`config.mk`:
```
export PLATFORM = sky130hd
export DESIGN_NAME = inv_sbox_iter
export DESIGN_NICKNAME = d
export VERILOG_FILES = /design/src/rtl/inv_sbox_iter.sv
export SDC_FILE = /design/constraint.sdc
export NUM_CORES = 2
export LEC_CHECK = 0
export ABC_CLOCK_PERIOD_IN_PS = 16100
export BUFFER_PORTS_ARGS = -buffer_cell sky130_fd_sc_hd__buf_2
export CAP_MARGIN = 20
export CORE_UTILIZATION = 60
export DETAILED_ROUTE_END_ITERATION = 16
export HOLD_SLACK_MARGIN = 0.02
export PLACE_DENSITY_LB_ADDON = 0.25
export SKIP_CTS_REPAIR_TIMING = 1
export SLEW_MARGIN = 10
export SYNTH_ARGS = -nofsm -noshare
export SYNTH_HDL_FRONTEND = slang
export SYNTH_SLANG_ARGS = --single-unit
```
`constraint.sdc`:
```
create_clock -name clk -period 16.1 [get_ports clk]
set_input_delay 0.805 -clock clk [delete_from_list [all_inputs] [get_ports clk]]
set_output_delay 0.805 -clock clk [all_outputs]
set_load 0.05 [all_outputs]
```
`src/rtl/inv_sbox_iter.sv`:
```
// Iterative AES InvSubBytes over a 128-bit state, LANES bytes per cycle.
// Define INV_SBOX_FWD_EN to add port enc selecting the forward SBox.
module inv_sbox_iter #(
  parameter int LANES = 4
) (
  input  logic         clk,
  input  logic         rst_n,
  input  logic         in_valid,
  output logic         in_ready,
  input  logic [127:0] data_in,
  output logic         out_valid,
  input  logic         out_ready,
  output logic [127:0] data_out,
  output logic         busy
`ifdef INV_SBOX_FWD_EN
  ,
  input  logic         enc
`endif
);

  localparam int NG = 16 / LANES;
  localparam logic [3:0] LAST = 4'(NG - 1);

  localparam logic [1:0] S_IDLE = 2'd0;
  localparam logic [1:0] S_RUN  = 2'd1;
  localparam logic [1:0] S_DONE = 2'd2;

  logic [1:0]   r_state;
  logic [3:0]   r_grp;
  logic [127:0] r_work;
  logic [127:0] w_next;
  logic         w_enc;

  function automatic logic [7:0] f_mul(
    input logic [7:0] a,
    input logic [7:0] b
  );
    logic [7:0] p;
    logic [7:0] x;
    p = '0;
    x = a;
    for (int i = 0; i < 8; i++) begin
      if (b[i]) p = p ^ x;
      x = {x[6:0], 1'b0} ^ (x[7] ? 8'h1b : 8'h00);
    end
    return p;
  endfunction

  // a^254 is the field inverse, and maps 0 to 0 as AES requires
  function automatic logic [7:0] f_inv(input logic [7:0] a);
    logic [7:0] p;
    logic [7:0] r;
    p = a;
    r = 8'h01;
    for (int i = 1; i < 8; i++) begin
      p = f_mul(p, p);
      r = f_mul(r, p);
    end
    return r;
  endfunction

  function automatic logic [7:0] f_aff(input logic [7:0] b);
    return b
      ^ {b[6:0], b[7]}
      ^ {b[5:0], b[7:6]}
      ^ {b[4:0], b[7:5]}
      ^ {b[3:0], b[7:4]}
      ^ 8'h63;
  endfunction

  function automatic logic [7:0] f_iaff(input logic [7:0] s);
    return {s[6:0], s[7]}
      ^ {s[4:0], s[7:5]}
      ^ {s[1:0], s[7:2]}
      ^ 8'h05;
  endfunction

  function automatic logic [7:0] f_sub(
    input logic [7:0] x,
    input logic       e
  );
    logic [7:0] g;
    g = f_inv(e ? x : f_iaff(x));
    return e ? f_aff(g) : g;
  endfunction

`ifdef INV_SBOX_FWD_EN
  logic r_enc;

  always_ff @(posedge clk) begin
    if (!rst_n)
      r_enc <= 1'b0;
    else if (r_state == S_IDLE && in_valid)
      r_enc <= enc;
  end

  assign w_enc = r_enc;
`else
  assign w_enc = 1'b0;
`endif

  always_comb begin
    int pos;
    pos = 0;
    w_next = r_work;
    for (int l = 0; l < LANES; l++) begin
      pos = int'(4'(int'(r_grp) * LANES + l));
      w_next[8*(15-pos) +: 8] = f_sub(r_work[8*(15-pos) +: 8], w_enc);
    end
  end

  always_ff @(posedge clk) begin
    if (!rst_n) begin
      r_state <= S_IDLE;
      r_grp   <= '0;
      r_work  <= '0;
    end else begin
      unique case (r_state)
        S_IDLE: begin
          if (in_valid) begin
            r_work  <= data_in;
            r_grp   <= '0;
            r_state <= S_RUN;
          end
        end
        S_RUN: begin
          r_work <= w_next;
          if (r_grp == LAST) begin
            r_grp   <= '0;
            r_state <= S_DONE;
          end else begin
            r_grp <= r_grp + 4'd1;
          end
        end
        S_DONE: begin
          if (out_ready) r_state <= S_IDLE;
        end
        default: begin
          r_state <= S_IDLE;
          r_grp   <= '0;
        end
      endcase
    end
  end

  assign in_ready  = (r_state == S_IDLE);
  assign out_valid = (r_state == S_DONE);
  assign busy      = (r_state != S_IDLE);
  // gate so a partially substituted state is never visible
  assign data_out  = (r_state == S_DONE) ? r_work : '0;

endmodule

```
==> results.yml <==
run_status:
  status: "finished, final reports clean"
critical_path:
  rr_worst_depth: 57
  ff2ff_setup_slack_ps: 680
  crit_path_top_delay_cell: "xnor3_1"
  critical-path-max-stage-delay_ps: 670
  cp-end-kind: "flip-flop"
  path_max_fanout: 15
  cp.required_ps: 16420
  startpoint_type: "flip-flop"
  critical_path.most_common_cell: "xnor2_1"
  crit_arrival_ps: 15740
  critical_path_class: "flip-flop to flip-flop"
synthesis:
  synth_edf_count: 0
  syn_nets: 9167
  synth_area_um2: 65600
  ys_warn_count: 0
  synthArstFlopShare_pct: 0
  yosys-top-cells-area: "xnor2_1 (23%), xnor3_1 (7.5%), nor2_1 (6.9%)"
  avgSynthCellArea_um2: 7.29
  synth_ff_type: "dfxtp_1"
  synth.top_cell.area_share_pct: 23.4
  synthDistinctLibCells: 136
  ys_ff_latch: 134
  ys_seq_area_share_pct: 4.09
  synthCells: 9002
  yosys.area.top_type: "xnor2_1"
layout:
  drive_gt1_share_pct: 15.3
  final_area_um2: 71900
  fill_cells: 9443
  nNetsFinal: 9312
  multi_input_area_um2: 61300
  final_cell_mix: "xnor2_1 (1,659), nor2_1 (1,194), nand2_1 (1,009), buf_4 (473), xor2_1 (472)"
  area_delta_synth_final_pct: 9.60
  ff_latch_area_um2: 2690
  final_common_cell: "xnor2_1"
grt:
  grt_overflow: 0
  antenna_found_initial: 10
  grt_max_degree: 94
  gr-usage-all-layers_pct: 35.4
  grt_first_pass_wirelength_mm: 328
  grt_pass1_vias: 59900
cts:
  cts_htree_levels: 4
  cts_buffers: 17
  cts_tree: "built"
  clk_latency_ps: 470
  cts.sinks: 134
  clockBufferDepth: 2
  clockRootBuffer: "clkbuf_16"
  clk_pin_slew_ps: 60
die:
  die_area_um2: 111000
  floorplan.initialDensity_pct: 60.9
  core-area_um2: 108000
  num_rows: 120
  ios: 263
  die-height_um: 333
  die_w_um: 333
detailed_routing:
  antenna_left: 0
  vias: 65300
  wirelength_mm: 208
  first_pass_iters: 6
  drt-initial-drc-count: 6948
  drc: 0
  routedWlPerCell_um: 19.7
  viasPerCell: 6.18
timing:
  finalHoldViolCount: 0
  tightestPinTransition_ps: 1240
  finalCritPeriodShare_pct: 95.8
  period_needed_ps: 15420
  maxSlewHeadroom_pct: 16.7
  finalWorstSetupSlack_ps: 678
  finClkSkew_ps: 17.7
  drv_slew: 0
  setup_violations: 0
  fmax_mhz: 64.8
placement:
  place_area_um2: 69300
  hpwl_mm: 154
  port_buffers: 262
  place_ws_ps: -226
  gp_congestion: 0.967
min_path:
  hold_class: "flip-flop to flip-flop"
  hold_path_depth: 2
flow_run:
  maxCapViolCount: 0
==> critical path: cells and delay by family, from the launching register on <==
family | cells | cell delay, ps
multiplexers | 2 | 460
AND/OR/NAND/NOR | 12 | 2340
buffers and inverters | 6 | 940
XOR/XNOR | 28 | 8980
adder cells (fa/ha/maj) | 2 | 650
AO/OA/AOI/OAI | 7 | 1450
flip-flops | 1 | 400
==> per-layer routing <==
metal	up-vias	part of all wire, %	global-route usage [%]
met5	-	0.026	0
met4	8	2.9	10.5
met3	424	8.1	4.45
met2	3019	47	58.4
met1	30900	42	48.0
li1	31000	-	-
==> path summary, 6_finish.rpt <==
kind                                 from          end
worst min register to register  r_work[1]    r_work[1]
worst min-delay path            r_work[1]    r_work[1]
worst max register to register   r_grp[0]  r_work[114]
worst max-delay path             r_grp[0]  r_work[114]
==> metrics by stage <==
step	util (%)	TNS [ps]	cells	hold WS (ps)
6_report	66.7	0	10600	463
4_1_cts	64.8	-3250	10500	464
3_5_place_dp	64.3	-2290	10500	455
2_1_floorplan	-	0	9002	439
3_3_place_gp	64.3	0	10400	449
5_1_grt	66.7	-607	10600	494
==> final cells by class <==
| cell class | count | area share (%) |
|---|---|---|
| tap | 1403 | 2.44 |
| inverter | 113 | 0.604 |
| sequential | 134 | 3.74 |
| clock inverter | 15 | 0.226 |
| antenna | 7 | 0.0244 |
| multi-input combinational | 8130 | 85.2 |
| clock buffer | 17 | 0.592 |
| timing repair buffer | 751 | 7.15 |
==> flip-flops by register name, indices dropped and copies added, names as in the netlist <==
name	flops
r_grp	4
r_work	128
r_state	2
==> Yosys cell counts, types with 26 or more instances <==
cell type and count:
xnor2_2 116, o221ai_1 28, o21ai_0 360, xnor3_1 218, o211ai_1 67, and3_1 45
o21ai_1 88, buf_4 54, a31oi_1 83, o22ai_1 125, nor2b_1 92, xor2_1 495
inv_1 79, a22o_1 30, ha_1 33, or2_2 29, nor3_1 190, xnor2_1 1755
o31ai_1 30, a21oi_1 422, buf_1 45, dfxtp_1 134, clkbuf_1 348, buf_2 155
nand2b_1 54, or3_1 50, xnor2_4 38, nand2_1 1010, nor4_1 26, a211oi_1 65
nor2_1 1201, nand4_1 36, nand3_1 246, a21o_1 36, mux2_2 51, a21boi_0 28
xor2_2 45, mux2i_1 224, a22oi_1 113, and2_1 191
==> logic make-up (layout without fill, tap and decap cells) <==
kind of cell,Yosys count,after routing,synth area share [%]
buffers and inverters,741,896,5.13
muxes,297,297,4.80
AOI/OAI and AO/OA,1809,1809,18.2
other,0,7,0
and+or+nand+nor,3267,3268,22.2
DFF,134,134,4.09
adders and majority gates,38,38,0.705
xor gates and xnor gates,2716,2718,45.0
Power is not shown: default switching activity piles up to over one toggle a cycle in this logic, so the estimate is an artifact.
